[config.mk]
export PLATFORM = sky130hd
export DESIGN_NAME = regfile_mp
export DESIGN_NICKNAME = d
export VERILOG_FILES = /design/src/rtl/regfile_mp.sv
export SDC_FILE = /design/constraint.sdc
export NUM_CORES = 2
export LEC_CHECK = 0
export BUFFER_PORTS_ARGS = -buffer_cell sky130_fd_sc_hd__buf_4
export CORE_MARGIN = 5
export CORE_UTILIZATION = 35
export CTS_CLUSTER_SIZE = 28
export DETAILED_ROUTE_END_ITERATION = 12
export GPL_ROUTABILITY_DRIVEN = 0
export PLACE_DENSITY = 0.52
export SYNTH_ARGS = -nofsm -noshare
export SYNTH_HDL_FRONTEND = slang
export SYNTH_SLANG_ARGS = --single-unit
[constraint.sdc]
create_clock -name clk -period 43.2 [get_ports clk]
set_input_delay 2.16 -clock clk [delete_from_list [all_inputs] [get_ports clk]]
set_output_delay 2.16 -clock clk [all_outputs]
set_load 0.005 [all_outputs]
[src/rtl/regfile_mp.sv]
// Two-write, two-read register file with operand forwarding, a pending
// (scoreboard) bit per register, and a sequential clear engine.
module regfile_mp #(
  parameter int DW      = 32,
  parameter int AW      = 5,
  parameter int ZERO_R0 = 1,
  parameter int BYPASS  = 1
) (
  input  logic          clk,
  input  logic          rst,
  input  logic          we0,
  input  logic          we1,
  input  logic [AW-1:0] wa0,
  input  logic [AW-1:0] wa1,
  input  logic [DW-1:0] wd0,
  input  logic [DW-1:0] wd1,
  input  logic [AW-1:0] ra1,
  input  logic [AW-1:0] ra2,
  output logic [DW-1:0] rd1,
  output logic [DW-1:0] rd2,
  input  logic          rsv_en,
  input  logic [AW-1:0] rsv_addr,
  output logic          busy1,
  output logic          busy2,
  input  logic          clr_req,
  output logic          clr_busy,
  output logic          clr_done,
  input  logic [AW-1:0] dbg_sel,
  output logic [DW-1:0] dbg_data
);

  localparam int NREG = 2**AW;

  typedef enum logic [1:0] {IDLE, CLEAR, DONE} state_t;

  state_t        state, state_nxt;
  logic [AW-1:0] idx;
  logic [DW-1:0] rf [NREG];
  logic [NREG-1:0] pend;
  logic          idle, commit0, commit1, rsv_ok;

  function automatic logic is_r0(input logic [AW-1:0] a);
    return (ZERO_R0 != 0) && (a == '0);
  endfunction

  function automatic logic fwd_hit(input logic act, input logic we,
                                   input logic [AW-1:0] wa, input logic [AW-1:0] ra);
    return (BYPASS != 0) && act && we && (wa == ra) && !is_r0(ra);
  endfunction

  assign idle    = (state == IDLE);
  assign commit1 = idle && we1 && !is_r0(wa1);
  // Port 1 wins a same-address collision, so port 0 steps aside.
  assign commit0 = idle && we0 && !is_r0(wa0) && !(we1 && (wa0 == wa1));
  assign rsv_ok  = idle && rsv_en && !is_r0(rsv_addr);

  assign clr_busy = (state == CLEAR);
  assign clr_done = (state == DONE);

  always_comb begin
    state_nxt = state;
    unique case (state)
      IDLE:    if (clr_req) state_nxt = CLEAR;
      CLEAR:   if (idx == {AW{1'b1}}) state_nxt = DONE;
      DONE:    state_nxt = IDLE;
      default: state_nxt = IDLE;
    endcase
  end

  always_ff @(posedge clk or posedge rst) begin
    if (rst) begin
      state <= IDLE;
      idx   <= '0;
    end else begin
      state <= state_nxt;
      if (state == CLEAR) idx <= idx + 1'b1;
      else                idx <= '0;
    end
  end

  // Reservation is applied last so it overrides a same-address write clear.
  always_ff @(posedge clk or posedge rst) begin
    if (rst) begin
      for (int i = 0; i < NREG; i++) rf[i] <= '0;
      pend <= '0;
    end else if (state == CLEAR) begin
      rf[idx]   <= '0;
      pend[idx] <= 1'b0;
    end else begin
      if (commit0) begin
        rf[wa0]   <= wd0;
        pend[wa0] <= 1'b0;
      end
      if (commit1) begin
        rf[wa1]   <= wd1;
        pend[wa1] <= 1'b0;
      end
      if (rsv_ok) pend[rsv_addr] <= 1'b1;
    end
  end

  always_comb begin
    rd1   = is_r0(ra1) ? '0 : rf[ra1];
    busy1 = pend[ra1];
    if (fwd_hit(idle, we0, wa0, ra1)) begin
      rd1   = wd0;
      busy1 = 1'b0;
    end
    if (fwd_hit(idle, we1, wa1, ra1)) begin
      rd1   = wd1;
      busy1 = 1'b0;
    end
  end

  always_comb begin
    rd2   = is_r0(ra2) ? '0 : rf[ra2];
    busy2 = pend[ra2];
    if (fwd_hit(idle, we0, wa0, ra2)) begin
      rd2   = wd0;
      busy2 = 1'b0;
    end
    if (fwd_hit(idle, we1, wa1, ra2)) begin
      rd2   = wd1;
      busy2 = 1'b0;
    end
  end

  assign dbg_data = is_r0(dbg_sel) ? '0 : rf[dbg_sel];

endmodule

=== Word level (Yosys, flattened, before mapping) ===
Index checks and enable logic that the tools add are counted.

* Equality and inequality tests: 10
* Add/subtract/negate cells: 1
* Reduce and logical (&&, ||, !) cells: 37
* Shifts and indexed selects: 0
* Multiply operators: 0
* Divide/modulo/power cells: 0
* Muxes and demuxes: 54
* Bitwise gates (word level): 15
* $lt $le $gt $ge: 19

{| class="wikitable"
|+ Operators with widths
! operator !! count
|-
| 2-to-1 mux 1024 bit || 4
|-
| bitwise mux 1024 bit || 2
|-
| bitwise AND 1024 bit || 1
|-
| NOT 1024 bit || 1
|-
| 2-to-1 mux 32 bit || 22
|-
| binary-select mux 32 bit (select 5 bit) || 3
|-
| demux 32 bit (select 5 bit) || 3
|-
| bitwise AND 32 bit || 3
|-
| NOT 32 bit || 3
|-
| >= comparator 6 bit (second input constant) || 6
|-
| less-than comparator 5 x 6 -> 1 bit (second input constant) || 6
|-
| NOT 5 -> 6 bit || 6
|-
| OR 32 bit || 1
|-
| logical NOT 5 bit || 6
|-
| == test 5 bit || 5
|-
| logical AND 1 bit || 23
|-
| demux 1 bit (select 5 bit) || 4
|-
| >= comparator 5 x 1 -> 1 bit (second input constant) || 4
|-
| less-than comparator 6 x 1 -> 1 bit (second input constant) || 3
|-
| binary-select mux 1 bit (select 5 bit) || 2
|-
| 2-to-1 mux 1 bit || 10
|-
| logical NOT 1 bit || 6
|-
| adder 5 x 1 -> 5 bit (second input constant) || 1
|-
| == test 5 bit (second input constant) || 1
|-
| 9 further kinds || 10
|}

* Bits in writable memories: 0
* Bits in read-only memories: 0
* Latch bits: 0
* Memories kept: 0
* Bits in registers: 1063
* Word-level logic and storage cells: 171
* Output and inout port bits: 100

=== Logic depth before layout (Yosys ltp) ===
* Word-level depth: 14
* Depth in mapped cells: 12

=== Worst setup path after synthesis ===
OpenSTA, ideal clock, no wires.

* Kind: input -> output
* Start point: in dbg_sel[0]
* End point: out dbg_data[0]
* Data arrival time: 4.326 ns
* Data required time: 41.040 ns
* Stages on the path: 7
* Setup slack: 36.714 ns
* Buffers on the path: 3
* Cell sequence: clkbuf_1 > buf_2 > buf_1 > mux4_2 > mux4_2 > mux2i_1 > nor2_1

* Word-level cells in the longest chain between the ends: 5
* Elaborated cells between the ends (all ways): 6
* Classes of those cells: mux: 4; bitwise: 1; reduce/logical: 1

{| class="wikitable"
|+ RTL lines
! item !! line !! RTL
|-
| start, declared || 28 || <nowiki>input logic [AW-1:0] dbg_sel,</nowiki>
|-
| NOT 5 -> 6 bit (not written as such) || 128 || <nowiki>assign dbg_data = is_r0(dbg_sel) ? '0 : rf[dbg_sel];</nowiki>
|-
| binary-select mux 32 bit (select 5 bit) || 128 ||
|-
| 2-to-1 mux 32 bit (not written as such) (2 in series) || 128 ||
|-
| 2-to-1 mux 32 bit * || 128 ||
|-
| end, declared || 29 || <nowiki>output logic [DW-1:0] dbg_data</nowiki>
|}

Every way passes the cells marked *; elsewhere a longest branch is shown, timed or not. The select of a mux whose other input is x is not followed.

=== Worst setup path after layout ===
* Start point: in dbg_sel[1]
* End point: out dbg_data[4]

The elaborated chain is that of the path after synthesis.

==> summary.txt <==
Setup path
  • Slowest-stage cell, CP: mux2i_1
  • Crit Path Max Fanout: just under 100
  • Most common cell on crit path: buf_4
  • R2R depth: 6
  • Reg2Reg Setup Slack: ~39000 ps
  • Crit path kind: primary input to output port
  • Biggest cell delay along the critical path: 1020 ps
  • CP endpoint kind: output port
  • Reg-to-Reg End: rf[271]$_DFF_PP0_
  • Data required time at the worst endpoint: 41040 ps
  • Worst Setup Start Kind: primary input
  • CP Cell Sequence: buf_8 -> buf_4 -> buf_4 -> mux4_2 -> mux4_2 -> mux2i_1 -> nor2_1 -> buf_4
  • Worst r2r src: state[0]$_DFFE_PP0P_
  • Critical Path AT: about 7000 ps

Worst hold path
  • Cells on Worst Hold Path: 1
  • Hold crit path type: flip-flop to flip-flop
  • Hold EP: pend[0]$_DFF_PP0_
  • Hold Crit Start: pend[0]$_DFF_PP0_

Clocking
  • Clk_lat worst skew: ~830 ps
  • Clock sinks: ~1100
  • H-tree depth: 4
  • Clk Tree Root Cell: clkbuf_16
  • Clock tree buffer depth: 3
  • Count of hold-fix buffers inserted at cts: 0
  • Setup Buffers After CTS: 0
  • CTS buffer count: ~130
  • Resize count post-CTS: 0
  • Reg clk slew, reported paths: 60 ps
  • CTS tree: built

Synthesis
  • Post-Synthesis Cells: 7560
  • Largest family of logic cells by synthesized area: compound AO/OA/AOI/OAI gates
  • Dominant synthesized flop cell: dfrtp_1
  • FFs w/ async S/R, synth: between 90% and 100%
  • Library cells used by synthesis: 73
  • Mux cell area share after synthesis: around 25%
  • Syn. warnings: 0
  • Avg Cell Area, Syn: between 10 and 15 sq um
  • Synthesized area: between 70000 and 80000 sq um
  • Synth Area in XOR/XNOR: less than 1%
  • Synth Area in Compound Gates: roughly 29%
  • Simple logic cell fraction of the synthesized area: between 4 and 5%
  • Yosys reg bits: 1063
  • Post-synthesis sequential area ratio: between 30% and 40%
  • Post-Synth Adder-Cell Area: less than 1%
  • EDFF count, synth: 0
  • Syn nets: about 7700

Pwr
  • Leak: between 30 and 40 nW
  • Overall power: between 0.003 and 0.004 W
  • Pwr Density: 43.8 nW/um^2
  • Worst vdd ir: 43.0 uV

Global routing
  • Initial antenna violation count: 51
  • Pin count of the biggest net entering global routing: about 180
  • First-pass GRT wire length: a little under 600000 um
  • Tot GR Track Use: about a third
  • Global route overflow: 0
  • Vias in the first global route: 73000

Detailed routing
  • Antenna viol nets, final: 0
  • DRT iter0 DRCs: between 10000 and 15000
  • Via/cell ratio: 7.52
  • WL/cell: between 40 and 50 um
  • Drt total wl: around 420000 um
  • Vias: around 77000
  • DRT Pass-1 Iters: 7
  • DRC violations left: 0

Die
  • Die Width: ~480 um
  • Die ar.: around 230000 sq um
  • Core Area: between 200000 and 250000 sq um
  • Die H: roughly 480 um
  • Site Rows: between 150 and 200
  • Top Ports: 200
  • Initial Util: between 30% and 40%

Timing
  • Worst setup margin: 34040 ps
  • Fmax: around 110 MHz
  • Final Hold Viols: 0
  • Min cycle time layout: ~9200 ps
  • Slew Limit Fails: 8
  • RSZ-0062 raised after global routing: false
  • Tightest Pin Transition: ~1500 ps
  • Final worst path period share: between 20% and 30%
  • Clock skew: roughly 25 ps
  • Slew headroom: -3.27%
  • Final setup violation count: 0
  • Setup TNS: 0 ps

Placement
  • Place WS: around 34000 ps
  • PortBufs: about 200
  • DP HPWL: approximately 240000 um
  • Placed cell areas: just over 80000 sq um

Layout
  • Area delta synth->final: 10.2%
  • Fill cells: between 20000 and 25000
  • Post-route cell area: between 80000 and 90000 sq um
  • Nets: ~7200
  • Layout cells sized above 1: between 20% and 30%

Status
  • Failing checks: capacitance limit, slew limit
  • Status: finished, violations left

Flow run
  • MaxCap Viol Count: 2
where the power goes:
part / switching [W] / internal [W] / total, W
clock: 0.000501 / 0.000684 / 0.00119
sequential: 0.000160 / 0.00113 / 0.00129
combinational: 0.000886 / 0.000434 / 0.00132
state kept, by name (all words and copies together), names as in the netlist:
name and flops:
rf 1024, pend 32, state 2, idx 5
synth_stat cells (all sizes together), types with 44 or more instances:
cell	count	area, sq um
a211oi	44	443
a21o	243	1820
a21oi	374	1870
a221o	112	1120
a22o	88	771
a22oi	366	2750
a31oi	108	676
and2	51	319
buf	283	1490
clkbuf	720	2700
dfrtp	1063	26600
inv	331	1240
mux2i	62	621
mux4	853	19200
nand2	177	664
nor2	369	1390
nor3	44	230
o21a	121	908
o21ai	1051	5270
o22ai	221	1380
o2bb2ai	478	4190
o31ai	119	898
or3	50	313
layout by cell type (no fill, tap or decap), types with 8 or more instances in the layout:
master,Yosys,layout
nor2_1,368,347
or3_1,50,50
o21a_1,121,121
clkbuf_1,719,25
o221ai_1,8,8
o22ai_1,221,221
a21o_1,243,243
o21ai_0,1024,1024
nand3_1,35,27
a22o_1,88,88
xor2_1,8,8
buf_4,15,386
o31ai_1,118,115
clkbuf_16,0,137
nor3_1,42,42
a211oi_1,26,15
clkbuf_8,0,28
nor2b_1,28,27
nor2_4,1,22
dfrtp_1,1063,1063
clkinv_2,0,22
a32oi_1,14,14
o21ai_1,26,26
o2bb2ai_1,477,477
a21oi_1,374,373
diode_2,0,34
and2_1,51,48
nand2b_1,23,14
mux2i_1,62,62
buf_8,0,8
o31a_2,0,8
a221o_1,112,112
a22oi_1,366,366
inv_1,331,329
mux4_2,853,853
bufinv_16,0,9
a211oi_4,3,28
a31oi_1,108,102
nand2_1,177,170
xnor2_1,17,17
cell families after synthesis:
group / count (synthesis)
mux: 917
compound gates: 3380
simple gates: 836
buf+inv: 1334
fa+ha+maj: 5
flops: 1063
xor+xnor: 25
cell type report:
cell class | count | area [sq um] | area share [%]
Clock buffer | 190 | 3910 | 4.51
Inverter | 331 | 1260 | 1.45
Tap cell | 2992 | 3740 | 4.32
Clock inverter | 46 | 533 | 0.615
Sequential cell | 1063 | 26600 | 30.7
Multi-Input combinational cell | 5163 | 47400 | 54.7
Antenna cell | 34 | 85.1 | 0.0982
Timing Repair Buffer | 400 | 3130 | 3.61
routing by layer:
layer  global-route usage, %  up-vias  wire (um)
met5                   0.204        -        300
met4                    26.3       40      38400
met3                    14.4     1954      60800
met2                    49.5     7083     178000
met1                    41.6    39000     145000
li1                        -    28700          -
through the flow:
step / std cells / hold WS [ps] / util, %
2_1_floorplan: 7560 / 467 / -
3_3_place_gp: 9949 / 485 / 36.6
3_5_place_dp: 9949 / 490 / 36.6
4_1_cts: 10200 / 510 / 38.6
5_1_grt: 10200 / 536 / 38.6
6_report: 10200 / 518 / 38.6
how the worst max path moves through the flow:
| stage | startpoint | slack, ps | end |
|---|---|---|---|
| CTS | dbg_sel[1] | 34380 | dbg_data[21] |
| finish | dbg_sel[1] | 34040 | dbg_data[4] |
| floorplan | rst | 11120 | idx[0]$_DFF_PP0_ |
| detailed placement | dbg_sel[1] | 34390 | dbg_data[21] |
| global route | dbg_sel[1] | 34020 | dbg_data[4] |
| global placement | dbg_sel[1] | 34460 | dbg_data[6] |
critical path, delay by kind of cell:
| kind | cells | cell delay (ps) |
|---|---|---|
| buffers and inverters | 4 | 2680 |
| multiplexers | 3 | 1920 |
| AND/OR/NAND/NOR | 1 | 100 |
Power figures use the tool's default switching activity.
